### src/rtl/uart_tx.sv
// UART transmitter: start bit, D_W data bits LSB-first, optional parity, 1-2 stop bits.
// One bit period is B_TICK pulses of the shared baud tick; byte input is valid/ready.
module uart_tx #(
  parameter int D_W       = 8,
  parameter int B_TICK    = 16,
  parameter int PARITY    = 0,
  parameter int STOP_BITS = 1
) (
  input  logic           clk,
  input  logic           rst,
  input  logic           tick,
  input  logic [D_W-1:0] in_data,
  input  logic           in_valid,
  output logic           in_ready,
  output logic           tx,
  output logic           busy,
  output logic           tx_done
);

  localparam int TW = (B_TICK > 1) ? $clog2(B_TICK) : 1;
  localparam int NW = $clog2(D_W + 1);
  localparam int SW = (STOP_BITS > 1) ? $clog2(STOP_BITS) : 1;

  localparam logic [TW-1:0] T_LAST = TW'(B_TICK - 1);
  localparam logic [NW-1:0] N_LAST = NW'(D_W - 1);
  localparam logic [SW-1:0] S_LAST = SW'(STOP_BITS - 1);

  typedef enum logic [2:0] {
    S_IDLE,
    S_START,
    S_DATA,
    S_PAR,
    S_STOP
  } state_t;

  state_t         state_q, state_d;
  logic [TW-1:0]  tick_cnt_q, tick_cnt_d;
  logic [NW-1:0]  nbits_q, nbits_d;
  logic [SW-1:0]  stop_cnt_q, stop_cnt_d;
  logic [D_W-1:0] shift_q, shift_d;
  logic           par_q, par_d;
  logic           tx_q, tx_d;
  logic           done_q, done_d;
  logic           bit_end;

  assign bit_end  = tick && (tick_cnt_q == T_LAST);
  assign in_ready = rst && (state_q == S_IDLE);
  assign busy     = (state_q != S_IDLE);
  assign tx       = tx_q;
  assign tx_done  = done_q;

  always_comb begin
    state_d    = state_q;
    tick_cnt_d = tick_cnt_q;
    nbits_d    = nbits_q;
    stop_cnt_d = stop_cnt_q;
    shift_d    = shift_q;
    par_d      = par_q;
    tx_d       = tx_q;
    done_d     = 1'b0;

    // tick counter only runs inside a frame
    if (state_q != S_IDLE && tick) begin
      tick_cnt_d = bit_end ? '0 : tick_cnt_q + 1'b1;
    end

    unique case (state_q)
      S_IDLE: begin
        if (in_valid) begin
          shift_d    = in_data;
          par_d      = (PARITY == 2) ? ~(^in_data) : ^in_data;
          tick_cnt_d = '0;
          tx_d       = 1'b0;
          state_d    = S_START;
        end
      end
      S_START: begin
        if (bit_end) begin
          nbits_d = '0;
          tx_d    = shift_q[0];
          state_d = S_DATA;
        end
      end
      S_DATA: begin
        if (bit_end) begin
          shift_d = shift_q >> 1;
          nbits_d = nbits_q + 1'b1;
          if (nbits_q == N_LAST) begin
            if (PARITY != 0) begin
              tx_d    = par_q;
              state_d = S_PAR;
            end else begin
              tx_d       = 1'b1;
              stop_cnt_d = '0;
              state_d    = S_STOP;
            end
          end else begin
            tx_d = shift_d[0];
          end
        end
      end
      S_PAR: begin
        if (bit_end) begin
          tx_d       = 1'b1;
          stop_cnt_d = '0;
          state_d    = S_STOP;
        end
      end
      S_STOP: begin
        if (bit_end) begin
          if (stop_cnt_q == S_LAST) begin
            done_d  = 1'b1;
            state_d = S_IDLE;
          end else begin
            stop_cnt_d = stop_cnt_q + 1'b1;
          end
        end
      end
      default: begin
        tx_d    = 1'b1;
        state_d = S_IDLE;
      end
    endcase
  end

  always_ff @(posedge clk or negedge rst) begin
    if (!rst) begin
      state_q    <= S_IDLE;
      tick_cnt_q <= '0;
      nbits_q    <= '0;
      stop_cnt_q <= '0;
      shift_q    <= '0;
      par_q      <= 1'b0;
      tx_q       <= 1'b1;
      done_q     <= 1'b0;
    end else begin
      state_q    <= state_d;
      tick_cnt_q <= tick_cnt_d;
      nbits_q    <= nbits_d;
      stop_cnt_q <= stop_cnt_d;
      shift_q    <= shift_d;
      par_q      <= par_d;
      tx_q       <= tx_d;
      done_q     <= done_d;
    end
  end

endmodule

### config.mk
export PLATFORM = sky130hd
export DESIGN_NAME = uart_tx
export DESIGN_NICKNAME = d
export VERILOG_FILES = /design/src/rtl/uart_tx.sv
export SDC_FILE = /design/constraint.sdc
export NUM_CORES = 1
export LEC_CHECK = 0
export ABC_CLOCK_PERIOD_IN_PS = 1420
export BUFFER_PORTS_ARGS = -buffer_cell sky130_fd_sc_hd__buf_2
export CAP_MARGIN = 10
export CORE_MARGIN = 2
export CORE_UTILIZATION = 50
export DETAILED_ROUTE_END_ITERATION = 12
export PLACE_DENSITY = 0.78
export REMOVE_ABC_BUFFERS = 1
export SLEW_MARGIN = 20
export SYNTH_ARGS = -nofsm -noshare
export SYNTH_HDL_FRONTEND = slang
export SYNTH_SLANG_ARGS = --single-unit
### constraint.sdc
create_clock -name clk -period 1.42 [get_ports clk]
set_input_delay 0.213 -clock clk [delete_from_list [all_inputs] [get_ports clk]]
set_output_delay 0.213 -clock clk [all_outputs]
set_load 0.02 [all_outputs]
==> flow_metrics.env, run 1 <==
export IMPL_fmax_mhz=649
export IMPL_status="finished, violations left"
export IMPL_hp_class="in -> reg"
export IMPL_initial_core_util_pct=53.6
export IMPL_antenna_found_initial=0
export IMPL_ys_seq_area_share_pct=43.6
export IMPL_fin_nets=163
export IMPL_rows=17
export IMPL_gp_congestion=0.823
export IMPL_end_kind="output port"
export IMPL_pwr_share_clk_pct=12.5
export IMPL_cts_sinks=21
export IMPL_yosysWarnings=0
export IMPL_rsz0062_at_grt="true"
export IMPL_critPathTopFamily="flip-flops"
export IMPL_ff_latch_area_um2=528
export IMPL_nFillCells=155
export IMPL_async_flop_share_pct=100
export IMPL_clk_pin_slew_ps=120
export IMPL_skew_ps=7.24
export IMPL_grt_usage_pct=22.7
export IMPL_slew_headroom_pct=80.3
export IMPL_ys_ff_latch=21
export IMPL_coreArea_mm2=0.00225
export IMPL_grt_pass1_wl_um=4610
export IMPL_final_core_util_pct=73.6
export IMPL_dieWidth_um=53.2
export IMPL_violations="negative setup slack"
export IMPL_crit_path_frequent_cell="buf_6"
export IMPL_drc=0
export IMPL_cts_path_max_buffers=2
export IMPL_vias_per_cell=6.01
export IMPL_place_inst=159
export IMPL_clock_latency_ps=300
export IMPL_synth_top_area_share_pct=41.4
export IMPL_finalSetupViolations=9
export IMPL_avgSynthCellArea_um2=11.3
export IMPL_setup_tns_ps=-548
export IMPL_wirelength_um=2980
export IMPL_swShare_pct=36.0
export IMPL_p_sw_w=0.000821
export IMPL_holdWs_ps=151
export IMPL_htreeDepth=1
export IMPL_crit_path_max_fanout=2
export IMPL_cp_required_ps=1210
export IMPL_synth_main_ff_cell="dfrtp_1"
export IMPL_ant_nets=0
export IMPL_drive_above_1_share_pct=43.9
export IMPL_synth_edf_count=0
export IMPL_synthCells=107
export IMPL_ys_types=44
export IMPL_finalCritPeriodShare_pct=109
export IMPL_crit_chain="buf_6 > nor3_4 > and2_4 > buf_6"
export IMPL_power_density_mw_per_mm2=1370
export IMPL_fin_cells=176
export IMPL_dp_hpwl_um=1780
export IMPL_io_buffers=15
export IMPL_multiInputGateArea_um2=664
export IMPL_period_needed_ps=1540
export IMPL_p_seq_share_pct=44.6
export IMPL_p_leak_nw=0.704
export IMPL_cap_viol_max_count=0
export IMPL_drv_slew=0
export IMPL_cp_start_kind="register"
export IMPL_cts_root_buffer="clkbuf_4"
export IMPL_worstSetupPathType="reg -> out"
export IMPL_grt_max_degree=22
export IMPL_cts_buffers=3
export IMPL_hold_viol=0
export IMPL_cp_arrival_ps=1330
export IMPL_slowest_delay_ps=420
export IMPL_setup_slack_ps=-122
export IMPL_syn_area_mm2=0.00121
export IMPL_io_pins=16
export IMPL_dr_pass1_iters=4
export IMPL_drtIter0Drc=35
export IMPL_dieArea_mm2=0.00283
export IMPL_area_delta_synth_final_pct=37.3
export IMPL_synth_top_area_cell="dfrtp_1"
export IMPL_tightest_slew_ps=293
export IMPL_cts_tree="built"
export IMPL_pwr_share_comb_pct=42.9
export IMPL_vias=1058
export IMPL_die_y_um=53.2
export IMPL_grt_overflow_total=0
export IMPL_antennaDiodeCount=0
export IMPL_worst_path_buf_inv=2
export IMPL_p_int_w=0.00146
export IMPL_wl_per_cell_um=16.9
export IMPL_first_global_vias=1025
export IMPL_slowest_stage="dfrtp_1"
export IMPL_ir_drop_uv=1060
export IMPL_synthTopCellsByArea="dfrtp_1 41%, o221a_1 6.5%, buf_6 4.7%"
-- cells by family after synthesis --
family / synth area share [%]
AOI/OAI and AO/OA: 26.0
adders and majority gates: 2.07
buffers and inverters: 6.73
DFF: 43.6
muxes: 0.828
and+or+nand+nor: 20.8
-- cells in the mapped netlist, drive strengths merged (2+ instances only) --
| cell | n |
|---|---|
| a21oi | 5 |
| a22o | 3 |
| a31o | 2 |
| a32oi | 2 |
| buf | 7 |
| dfrtp | 20 |
| ha | 2 |
| inv | 4 |
| nand2 | 5 |
| nand2b | 8 |
| nand4 | 3 |
| nor2 | 5 |
| nor2b | 2 |
| nor3 | 3 |
| nor4 | 2 |
| o21ai | 3 |
| o21bai | 2 |
| o221a | 7 |
| o311ai | 2 |
| o31a | 2 |
| o31ai | 2 |
-- layout make-up --
cell class                 instances  share of cell area [%]
timing repair buffer              44                    23.4
inverter                           4                    1.06
sequential                        21                    31.8
clock buffer                       4                    1.58
tap                               28                    2.11
multi-input combinational         75                    40.0
-- worst reg2reg max path: cells and delay by family, from the launching register on --
family	cells	cell delay [ps]
compound gates	1	110
flops	1	420
simple gates	2	390
buf+inv	3	460
-- final timing paths --
kind                                     endpoint  slack, ps                   start  cells after the start
setup / recovery                         in_ready       -120  state_q[2]$_DFFE_PN0P_                      4
hold / removal             shift_q[7]$_DFFE_PN0P_        150              in_data[7]                      2
setup reg to reg           shift_q[0]$_DFFE_PN0P_        -60  state_q[0]$_DFFE_PN0P_                      6
hold reg to reg            shift_q[4]$_DFFE_PN0P_        570  shift_q[4]$_DFFE_PN0P_                      1
max in group asynchronous          tx$_DFFE_PN1P_        730                     rst                      3
min in group asynchronous  nbits_q[2]$_DFFE_PN0P_        410                     rst                      3
-- through the flow --
stage | setup WS (ps) | power, W | area [um^2]
2_1_floorplan | -149 | 0.00144 | 1140
3_3_place_gp | -9.50 | 0.00169 | 1390
3_5_place_dp | -41.0 | 0.00172 | 1390
4_1_cts | -101 | 0.00213 | 1550
5_1_grt | -173 | 0.00242 | 1660
6_report | -122 | 0.00228 | 1660
-- placed cells by master (no fill, tap or decap), types with 2 or more instances in the layout --
| cell type | Yosys | final |
|---|---|---|
| a21oi_1 | 5 | 5 |
| nor3_1 | 2 | 2 |
| o21ai_1 | 3 | 3 |
| o31a_1 | 2 | 2 |
| inv_1 | 2 | 2 |
| o221a_1 | 7 | 7 |
| nor2_1 | 4 | 3 |
| dfrtp_1 | 20 | 19 |
| buf_4 | 0 | 15 |
| clkbuf_4 | 0 | 3 |
| nand2_1 | 5 | 5 |
| buf_12 | 0 | 2 |
| nand4_1 | 2 | 2 |
| a32oi_1 | 2 | 2 |
| buf_2 | 2 | 13 |
| nor2b_1 | 2 | 2 |
| buf_6 | 5 | 12 |
| a22o_1 | 3 | 3 |
| nand2b_1 | 8 | 8 |
| o31ai_1 | 2 | 2 |
-- power groups by stage --
stage          Sequential [W]  Clock, W  Combinational (W)
3_5_place_dp         0.000978         0           0.000746
4_1_cts              0.000976  0.000293           0.000859
3_3_place_gp         0.000971         0           0.000714
5_1_grt               0.00104  0.000317            0.00106
2_1_floorplan         0.00101         0           0.000435
6_report              0.00102  0.000286           0.000977
-- layer usage --
metal | global-route usage (%) | vias up | routed length, um
li1 | - | 500 | -
met1 | 27.8 | 518 | 1290
met2 | 41.0 | 38 | 1560
met3 | 2.82 | 2 | 112
met4 | 7.26 | 0 | 25
met5 | 0 | - | 0
-- registers in the layout (all words and copies together) (netlist names) --
signal,cells
shift_q,8
tx_done,1
tick_cnt_q,4
state_q,3
nbits_q,4
tx,1
-- repair_timing --
item,in CTS,in global routing
pin swaps,3,6
hold endpoints to repair,20,0
buffers inserted,9,3
resized for setup,12,15
setup endpoints to repair,13,17
hold buffers,1,0
cloned,0,1
Note: power is estimated with default switching activity, not from simulation.
==> run 2: changes to the inputs <==
CELL_PAD_IN_SITES_DETAIL_PLACEMENT = 0   (was default)
CELL_PAD_IN_SITES_GLOBAL_PLACEMENT = 2   (was default)
CORE_UTILIZATION = 33   (was 50)
PLACE_DENSITY = 0.83   (was 0.78)
==> run 2 against run 1 <==
  * The run still ends with negative setup slack left
  * Fmax is 0.54% lower
  * Die area increased by 47%
  * Routed wire length down 6.3%
  * Clock skew down 5.3 ps
  * Power rose by 3.3%
  * Register-to-register slack barely moved
  * Hold slack lost 29 ps
  * Via count fell by 1.9%
  * Core utilization shrank 25 points
  * Critical path depth unchanged
  * Global-route usage down 9.1 points
  * Sequential power hardly changed
  * Largest cell class unchanged
  * Highest routed layer unchanged
==> flow_metrics.env, run 2 (same netlist as run 1, synthesis figures left out) <==
export IMPL_multiInputGateArea_um2=682
export IMPL_p_leak_nw=0.716
export IMPL_cp_start_kind="register"
export IMPL_dieArea_mm2=0.00416
export IMPL_post_place_ws_ps=-39.1
export IMPL_cts_tree="built"
export IMPL_initial_core_util_pct=35.4
export IMPL_dieWidth_um=64.5
export IMPL_gp_congestion=0.756
export IMPL_ff_latch_area_um2=528
export IMPL_p_seq_share_pct=42.2
export IMPL_grt_use_met3_pct=2.08
export IMPL_grt_max_degree=22
export IMPL_drv_slew=0
export IMPL_layout_common_cells="24 x buf_4, 19 x dfrtp_1, 13 x buf_2, 7 x nand2b_1, 7 x o221a_1"
export IMPL_grt_pass1_wl_um=4460
export IMPL_largest_register="shift_q"
export IMPL_hold_viol=0
export IMPL_status="finished, violations left"
export IMPL_antenna_found_initial=0
export IMPL_finalSetupViolations=10
export IMPL_tightest_slew_ps=323
export IMPL_io_buffers=15
export IMPL_cp_arrival_ps=1340
export IMPL_gr_usage_met2_pct=22.7
export IMPL_holdWs_ps=122
export IMPL_top_regs="shift_q x8, nbits_q x4, tick_cnt_q x4"
export IMPL_skew_ps=1.90
export IMPL_io_pins=16
export IMPL_dr_pass1_iters=4
export IMPL_met1_usage_pct=17.7
export IMPL_area_delta_synth_final_pct=38.7
export IMPL_fmax_mhz=645
export IMPL_pwr_share_comb_pct=45.0
export IMPL_power_density_mw_per_mm2=1400
export IMPL_rsz0062_at_grt="true"
export IMPL_grt_usage_pct=13.6
export IMPL_wl_per_cell_um=14.2
export IMPL_slew_headroom_pct=78.3
export IMPL_cts_buffers=3
export IMPL_die_y_um=64.5
export IMPL_vias_per_cell=5.30
export IMPL_drc=0
export IMPL_setup_slack_ps=-130
export IMPL_wirelength_um=2790
export IMPL_grt_overflow_total=0
export IMPL_end_kind="output port"
export IMPL_p_int_w=0.00151
export IMPL_cap_viol_max_count=0
export IMPL_cts_sinks=21
export IMPL_antennaDiodeCount=0
export IMPL_place_inst=179
export IMPL_worstSetupPathType="reg -> out"
export IMPL_htreeDepth=1
export IMPL_dp_hpwl_um=1930
export IMPL_worst_r2r_setup_slack_ps=-50
export IMPL_vias=1038
export IMPL_crit_path_max_fanout=3
export IMPL_final_core_util_pct=49.1
export IMPL_period_needed_ps=1550
export IMPL_drtIter0Drc=76
export IMPL_grt_busiest_layer="met2"
export IMPL_rows=21
export IMPL_drive_above_1_share_pct=46.0
export IMPL_ir_drop_uv=541
export IMPL_p_sw_w=0.000843
export IMPL_nFillCells=333
export IMPL_violations="negative setup slack"
export IMPL_cp_required_ps=1210
export IMPL_cts_root_buffer="clkbuf_4"
export IMPL_mostFrequentLayoutCell="buf_4"
export IMPL_largest_reg_flops=8
export IMPL_coreArea_mm2=0.00342
export IMPL_swShare_pct=35.8
export IMPL_ant_nets=0
export IMPL_pwr_share_clk_pct=12.8
export IMPL_cts_path_max_buffers=2
export IMPL_fin_cells=196
export IMPL_clk_pin_slew_ps=120
export IMPL_fin_nets=165
export IMPL_finalCritPeriodShare_pct=109
export IMPL_hp_class="in -> reg"
export IMPL_first_global_vias=1027
export IMPL_clock_latency_ps=310
## run 2: cell count changes in the layout (fill, tap and decap cells not counted), sizes merged
cell    change
buf         +3
clkbuf      -2
clkinv      +1
## run 2: per-layer routing
layer	routed length [um]	part of all wire [%]	vias to the layer above
li1	-	-	500
met1	1270	45	508
met2	1370	49	24
met3	117	4.2	6
met4	44	1.6	0
met5	0	0	-
## run 2: final timing paths
check	cells past startpoint	startpoint	endpoint
max	4	state_q[0]$_DFFE_PN0P_	in_ready
min	2	in_data[7]	shift_q[7]$_DFFE_PN0P_
max reg2reg	5	state_q[1]$_DFFE_PN0P_	shift_q[3]$_DFFE_PN0P_
min reg2reg	1	shift_q[4]$_DFFE_PN0P_	shift_q[4]$_DFFE_PN0P_
max in group asynchronous	3	rst	tx$_DFFE_PN1P_
min in group asynchronous	3	rst	tick_cnt_q[3]$_DFF_PN0_
## run 2: final cells by class
cell class              count  share of cell area, %
repair buffers             46                   21.9
clock inverters             1                  0.299
clock buffers               3                   1.34
flip-flops and latches     21                   31.5
well taps                  46                   3.43
multi-input cells          75                   40.7
inverters                   4                  0.896
## run 2: timing repair
action,CTS,global route
setup buffers,8,5
endpoints found under the hold margin,20,0
cloned,0,0
hold buffers,1,0
gates resized for setup,11,12
endpoints found under the setup margin,12,16
pin swaps,5,15
## run 2: through the flow
step           total power, W  setup TNS [ps]  instance area, um^2
3_3_place_gp          0.00172               0                 1420
3_5_place_dp          0.00176            -223                 1420
2_1_floorplan         0.00144           -1180                 1140
5_1_grt               0.00253           -1380                 1680
4_1_cts               0.00216            -180                 1570
6_report              0.00235            -469                 1680
## run 2: power by group through the flow
stage               clock network, W  logic, W  registers [W]
floorplan                          0  0.000435        0.00101
detailed placement                 0  0.000785       0.000974
global placement                   0  0.000747       0.000972
global route                0.000350   0.00115        0.00102
CTS                         0.000310  0.000881       0.000971
finish                      0.000302   0.00106       0.000995
## run 2: critical path, cell delays in order, from the launching register on
cell and delay (ps):
dfrtp_1 410, buf_6 130, nor3_4 210, and2_4 170
buf_6 100
